`src/rtl/mem_arbiter.sv`:
```
// Two-master arbiter for a single-port RAM. It grants one access per cycle under
// bounded-burst round-robin and returns read data to the granted master one cycle later.
module mem_arbiter #(
  parameter int ADDR_W    = 12,
  parameter int DATA_W    = 16,
  parameter int MAX_BURST = 4
) (
  input  logic              CLK,
  input  logic              RST,
  input  logic              M0_REQ,
  input  logic              M0_WREN,
  input  logic [ADDR_W-1:0] M0_ADDR,
  input  logic [DATA_W-1:0] M0_DATA,
  output logic              M0_GNT,
  output logic              M0_RVALID,
  output logic [DATA_W-1:0] M0_Q,
  input  logic              M1_REQ,
  input  logic              M1_WREN,
  input  logic [ADDR_W-1:0] M1_ADDR,
  input  logic [DATA_W-1:0] M1_DATA,
  output logic              M1_GNT,
  output logic              M1_RVALID,
  output logic [DATA_W-1:0] M1_Q,
  output logic [ADDR_W-1:0] RAM_ADDR,
  output logic              RAM_WREN,
  output logic [DATA_W-1:0] RAM_DATA,
  input  logic [DATA_W-1:0] RAM_Q
);

  localparam int CNT_W = $clog2(MAX_BURST + 1);
  localparam logic [CNT_W-1:0] CNT_MAX = CNT_W'(MAX_BURST);
  localparam logic [CNT_W-1:0] CNT_ONE = CNT_W'(1);

  typedef enum logic [1:0] {
    IDLE = 2'd0,
    OWN0 = 2'd1,
    OWN1 = 2'd2
  } owner_e;

  owner_e            owner_q, owner_d;
  logic [CNT_W-1:0]  cnt_q, cnt_d;
  logic              m0_rvalid_q, m0_rvalid_d;
  logic              m1_rvalid_q, m1_rvalid_d;
  logic [DATA_W-1:0] m0_q_q, m0_q_d;
  logic [DATA_W-1:0] m1_q_q, m1_q_d;
  logic              win0, win1;

  // The owner keeps the RAM unless the other master is waiting and the burst is used up.
  always_comb begin
    // NOTE: every combinational output gets a default first so no path infers a latch.
    win0 = 1'b0;
    win1 = 1'b0;
    case (owner_q)
      OWN0: begin
        if (M0_REQ && (!M1_REQ || cnt_q < CNT_MAX)) win0 = 1'b1;
        else                                        win1 = M1_REQ;
      end
      OWN1: begin
        if (M1_REQ && (!M0_REQ || cnt_q < CNT_MAX)) win1 = 1'b1;
        else                                        win0 = M0_REQ;
      end
      default: begin
        win0 = M0_REQ;
        win1 = !M0_REQ && M1_REQ;
      end
    endcase
  end

  assign M0_GNT = win0;
  assign M1_GNT = win1;

  always_comb begin
    RAM_ADDR = '0;
    RAM_DATA = '0;
    RAM_WREN = 1'b0;
    if (win0) begin
      RAM_ADDR = M0_ADDR;
      RAM_DATA = M0_DATA;
      RAM_WREN = M0_WREN;
    end else if (win1) begin
      RAM_ADDR = M1_ADDR;
      RAM_DATA = M1_DATA;
      RAM_WREN = M1_WREN;
    end
  end

  always_comb begin
    owner_d = IDLE;
    cnt_d   = '0;
    if (win0) begin
      owner_d = OWN0;
      cnt_d   = (owner_q != OWN0) ? CNT_ONE : (cnt_q == CNT_MAX) ? CNT_MAX : cnt_q + CNT_ONE;
    end else if (win1) begin
      owner_d = OWN1;
      cnt_d   = (owner_q != OWN1) ? CNT_ONE : (cnt_q == CNT_MAX) ? CNT_MAX : cnt_q + CNT_ONE;
    end
  end

  // RAM_Q is valid before the edge that ends the grant cycle, so it is captured here.
  always_comb begin
    m0_rvalid_d = win0 && !M0_WREN;
    m1_rvalid_d = win1 && !M1_WREN;
    m0_q_d      = m0_rvalid_d ? RAM_Q : m0_q_q;
    m1_q_d      = m1_rvalid_d ? RAM_Q : m1_q_q;
  end

  // NOTE: sequential state uses non-blocking assignments so every flop samples pre-edge values.
  always_ff @(posedge CLK) begin
    if (RST) begin
      owner_q     <= IDLE;
      cnt_q       <= '0;
      m0_rvalid_q <= 1'b0;
      m1_rvalid_q <= 1'b0;
      m0_q_q      <= '0;
      m1_q_q      <= '0;
    end else begin
      owner_q     <= owner_d;
      cnt_q       <= cnt_d;
      m0_rvalid_q <= m0_rvalid_d;
      m1_rvalid_q <= m1_rvalid_d;
      m0_q_q      <= m0_q_d;
      m1_q_q      <= m1_q_d;
    end
  end

  assign M0_RVALID = m0_rvalid_q;
  assign M1_RVALID = m1_rvalid_q;
  assign M0_Q      = m0_q_q;
  assign M1_Q      = m1_q_q;

endmodule

```
`config.mk`:
```
export PLATFORM = sky130hd
export DESIGN_NAME = mem_arbiter
export DESIGN_NICKNAME = d
export VERILOG_FILES = /design/src/rtl/mem_arbiter.sv
export SDC_FILE = /design/constraint.sdc
export NUM_CORES = 1
export LEC_CHECK = 0
export ABC_CLOCK_PERIOD_IN_PS = 6500
export CAP_MARGIN = 30
export CORE_MARGIN = 8
export CORE_UTILIZATION = 46
export CTS_CLUSTER_DIAMETER = 60
export CTS_CLUSTER_SIZE = 12
export DETAILED_ROUTE_END_ITERATION = 7
export DONT_BUFFER_PORTS = 1
export PLACE_DENSITY = 0.62
export SETUP_SLACK_MARGIN = 0.5
export SLEW_MARGIN = 20
export SYNTH_ARGS = -nofsm -noshare
export SYNTH_HDL_FRONTEND = slang
export SYNTH_SLANG_ARGS = --single-unit
```
`constraint.sdc`:
```
create_clock -name CLK -period 6.5 [get_ports CLK]
set_clock_uncertainty 0.15 [all_clocks]
set_input_delay 0.975 -clock CLK [delete_from_list [all_inputs] [get_ports CLK]]
set_output_delay 0.975 -clock CLK [all_outputs]
set_load 0.05 [all_outputs]
```
* Yosys cells after proc, flatten, opt, wreduce, memory -nomap -nowiden
Cells that the tools add are included.
** Cells by class
- Add/sub/neg operators :: 1
- Order comparisons :: 1
- Eq/ne operators :: 5
- Mux-type cells :: 19
- Reductions and logical operators :: 12
** Operators by type and width (number)
- two-way mux 16 bit :: 2
- two-way mux 12 bit :: 2
- two-way mux 3 bit :: 5
- two-way mux 1 bit :: 7
- logical AND 1 bit :: 5
- logical NOT 1 bit :: 4
- one-hot mux 1 bit (2 select lines) :: 2
- adder 3 x 1 -> 3 bit, second input constant :: 1
- equality test 3 bit, second input constant :: 1
- < comparator 3 bit, second input constant :: 1
- equality test 2 x 1 -> 1 bit, second input constant :: 1
- equality test 2 bit, second input constant :: 1
- logical OR 1 bit :: 2
- two-way mux 2 bit :: 1
- != test 2 x 1 -> 1 bit, second input constant :: 1
- != test 2 bit, second input constant :: 1
- OR reduction 2 bit :: 1
** Word-level totals
- Flip-flop bits (word level) :: 39
- Bits of input ports :: 78
- Output and inout bits :: 65

* Logic depth before layout (Yosys ltp)
- Depth after elaboration :: 7
- Gate-level depth with buffers :: 8
- Depth with buffers taken out :: 6

* Worst setup path after synthesis
OpenSTA, ideal clock, no wires.
- Kind :: input-to-output
- Start :: input M0_REQ
- End :: output RAM_ADDR[0]
- Arrival :: 2692 ps
- Data required time :: 5375 ps
- Slack :: 2683 ps
- Stages :: 4
- Path buffers :: 2
- Cells stage by stage :: clkbuf_1 -> o211a_2 -> clkbuf_1 -> a22o_1
** RTL lines
- from (decl) :: RTL line 10 : input logic M0_REQ,
- logical NOT 1 bit :: RTL line 59 : if (M1_REQ && (!M0_REQ || cnt_q < CNT_MAX)) win1 = 1'b1;
- logical OR 1 bit :: RTL line 59
- logical AND 1 bit :: RTL line 59
- two-way mux 1 bit :: RTL line 59
- one-hot mux 1 bit (2 select lines) * :: RTL line 53 : case (owner_q)
- net M0_GNT :: RTL line 14 : output logic M0_GNT,
- two-way mux 12 bit * :: RTL line 76 : if (win0) begin
- to (decl) :: RTL line 24 : output logic [ADDR_W-1:0] RAM_ADDR,
The timed path passes the listed nets; every way through them passes the cells marked *.

* Final worst setup path
- Start :: register owner_q[0]
- End :: output RAM_ADDR[7]
** RTL lines
- from (decl) :: RTL line 40 : owner_e owner_q, owner_d;
- from (signal assigned) :: RTL line 117 : owner_q <= owner_d;
- equality test 2 bit / equality test 2 x 1 -> 1 bit (equally long branches) :: RTL line 53
- one-hot mux 1 bit (2 select lines) * :: RTL line 53
- net M0_GNT :: RTL line 14
- two-way mux 12 bit * :: RTL line 76
Marked as above.

==> flow_summary.toml <==
[sta]
whs_ns = 0.4858
fin_crit_ns = 4.154
finalSetupViolCount = 0
hold_violations = 0
fin_ws_ns = 2.346
max-slew-margin-rel_pct = 38.87
slew_viol_final = 0
worst_pin_slew_ns = 0.9135
period_share_pct = 63.91
fin_setup_tns_ns = 0
rsz0062_at_grt = "false"
fmax_mhz = 240.7

[clock_network]
hold_buffers = 0
cts-root-buf = "clkbuf_8"
cts_max_level = 2
clock_path_buffers = 2
clock_sinks = 39
postCtsResizedCells = 0
clkSlewWorstSetupHoldPaths_ns = 0.07
post_cts_buffers = 0
cts_buffers = 5
worst_skew_pair.late_latency_ns = 0.28
cts_tree = "yes"

[yosys]
synth_top_cell_by_area = "dfxtp_1"
synth_edf_count = 0
synth_mux_area_share_pct = 15.88
yosysMostFrequentCell = "dfxtp_1"
synth_top_area_share_pct = 38.71
yosys_most_used_dff = "dfxtp_1"
yosys.area_share.simple_pct = 19.60
synth.top_cells.by_area = "dfxtp_1 (39%), mux2i_1 (16%), a22o_1 (13%), nand2b_1 (11%), nor2_1 (3.3%)"
syn_area_per_cell_um2 = 9.514
ys_types = 33
ys_top_cells_by_count = "dfxtp_1 (39), nand2b_1 (35), mux2i_1 (32)"
synthAdderAreaFrac_pct = 2.481
synth_top_family_by_area = "simple AND/OR/NAND/NOR gates"
ys_ff_latch = 39
synth_nets = 294
synthArstFlopShare_pct = 0
netlist_instances = 212
syn-cell-area_um2 = 2017
synth_xor_xnor_area_share_pct = 0
synth_compound_area_share_pct = 18.05
seq_area_frac_synth_pct = 38.71
ys_warn_count = 0

[worst_setup_path]
r2r_cells = 6
crit_type = "register to output port"
crit_path_start_kind = "register"
timing.rr.start = "owner_q[0]$_SDFF_PP0_"
critPathArrivalTime_ns = 3.03
rr_endpoint = "M0_RVALID$_SDFF_PP0_"
rrSetupSlack_ns = 4.19
critPathMaxFanout = 33
end_kind = "output port"
cp.required_ns = 5.37

[placement]
gp_congestion = 0.7573
hpwl_um = 4419
dp.cells = 250
place_area_um2 = 2017
io_buffers = 0
place_ws_ns = 2.449

[floorplan]
dieArea_um2 = 6759
die_h_um = 82.22
core_area_um2 = 4294
num_rows = 24
die_width_um = 82.22
ios = 143
start_util_pct = 46.97

[power]
peakVddDrop_v = 0.0001654
power.density_nw_per_um2 = 292.8
p_leak_nw = 0.8083
total_power_mw = 0.6260

[finish]
drive_gt1_share_pct = 7.282
diodes = 0
fin_area_um2 = 2138
fillers = 410
utilization_pct = 49.80
syn_to_final_growth_pct = 6.017
nNetsFinal = 288
final_cells = 258

[worst_hold_path]
hold_depth = 3
hold_start = "cnt_q[1]$_SDFF_PP0_"
hp-class = "register to register"
whs_endpoint = "cnt_q[1]$_SDFF_PP0_"

[outcome]
outcome = "finished, final reports clean"

[routing]
wire_per_inst_um = 21.34
finalWirelength_um = 5505
drtPass1Iterations = 4
drc = 0
vias = 1515
drt-initial-drc-count = 41
final_antenna_net_count = 0
viasPerCell = 5.872

[global_route]
overflow = 0
antenna_found_initial = 0
globalRouteTotalUtil_pct = 13.98
grt_max_degree = 54
grt_pass1_wl_um = 7320
grt_pass1_vias = 1488

[flow_run]
max_cap_viol_count = 0
[cell type report]
cell class | instances | area [um^2] | area share [%]
clock buffer | 5 | 68.82 | 3.218
clock inverter | 2 | 37.54 | 1.755
inverter | 7 | 26.28 | 1.229
multi-input combinational | 150 | 1130 | 52.84
sequential | 39 | 780.7 | 36.51
tap | 52 | 65.06 | 3.043
timing repair buffer | 3 | 30.03 | 1.404
[worst max-delay path by stage]
stage	from	endpoint	slack, ns	cells after the start
final	owner_q[0]$_SDFF_PP0_	RAM_ADDR[7]	2.35	7
after global routing	owner_q[0]$_SDFF_PP0_	RAM_ADDR[7]	2.22	7
after CTS	owner_q[0]$_SDFF_PP0_	RAM_ADDR[7]	2.33	7
after detailed placement	M1_REQ	RAM_ADDR[7]	2.45	5
after global placement	M1_REQ	RAM_ADDR[7]	2.51	5
after floorplan	M0_REQ	RAM_ADDR[0]	2.68	4
[cell families (layout without fill, tap and decap cells)]
| family | after synthesis | after routing |
|---|---|---|
| fa+ha+maj | 4 | 4 |
| flops | 39 | 39 |
| simple gates | 70 | 70 |
| mux | 32 | 32 |
| buf+inv | 23 | 17 |
| compound gates | 44 | 44 |
[worst max-delay path: stages (launching register included)]
cell and delay (ns):
dfxtp_1 0.34, inv_1 0.04, ha_1 0.35, or4b_1 0.51
o211a_2 0.41, nor3_2 0.27, buf_4 0.30, a22o_1 0.52
[cells in the final DEF (no fill, tap or decap), types with 2 or more instances in the layout]
| cell type | n |
|---|---|
| dfxtp_1 | 39 |
| nand2b_1 | 35 |
| mux2i_1 | 32 |
| a22o_1 | 29 |
| nor2_1 | 18 |
| inv_1 | 7 |
| clkbuf_8 | 5 |
| nand2_1 | 4 |
| a21oi_1 | 4 |
| ha_1 | 4 |
| or2_2 | 2 |
| nor3_2 | 2 |
| nand3b_1 | 2 |
| o21ai_0 | 2 |
| buf_4 | 2 |
[where the power goes]
part / switching [mW] / internal, mW
Combinational: 0.107 / 0.0388
Sequential: 0.0380 / 0.249
Clock: 0.0814 / 0.112
Total: 0.226 / 0.400
[registers in the layout (all words and copies together), names as in the netlist]
name       flops
M0_RVALID      1
M1_RVALID      1
owner_q        2
M0_Q          16
M1_Q          16
cnt_q          3
[metal layers]
layer	vias up	track usage, %	part of all wire (%)
li1	729	-	-
met1	706	14.08	36
met2	74	24.67	51
met3	6	6.385	12
met4	0	5.263	1.0
met5	-	0	0
(Power assumes the default switching activity.)
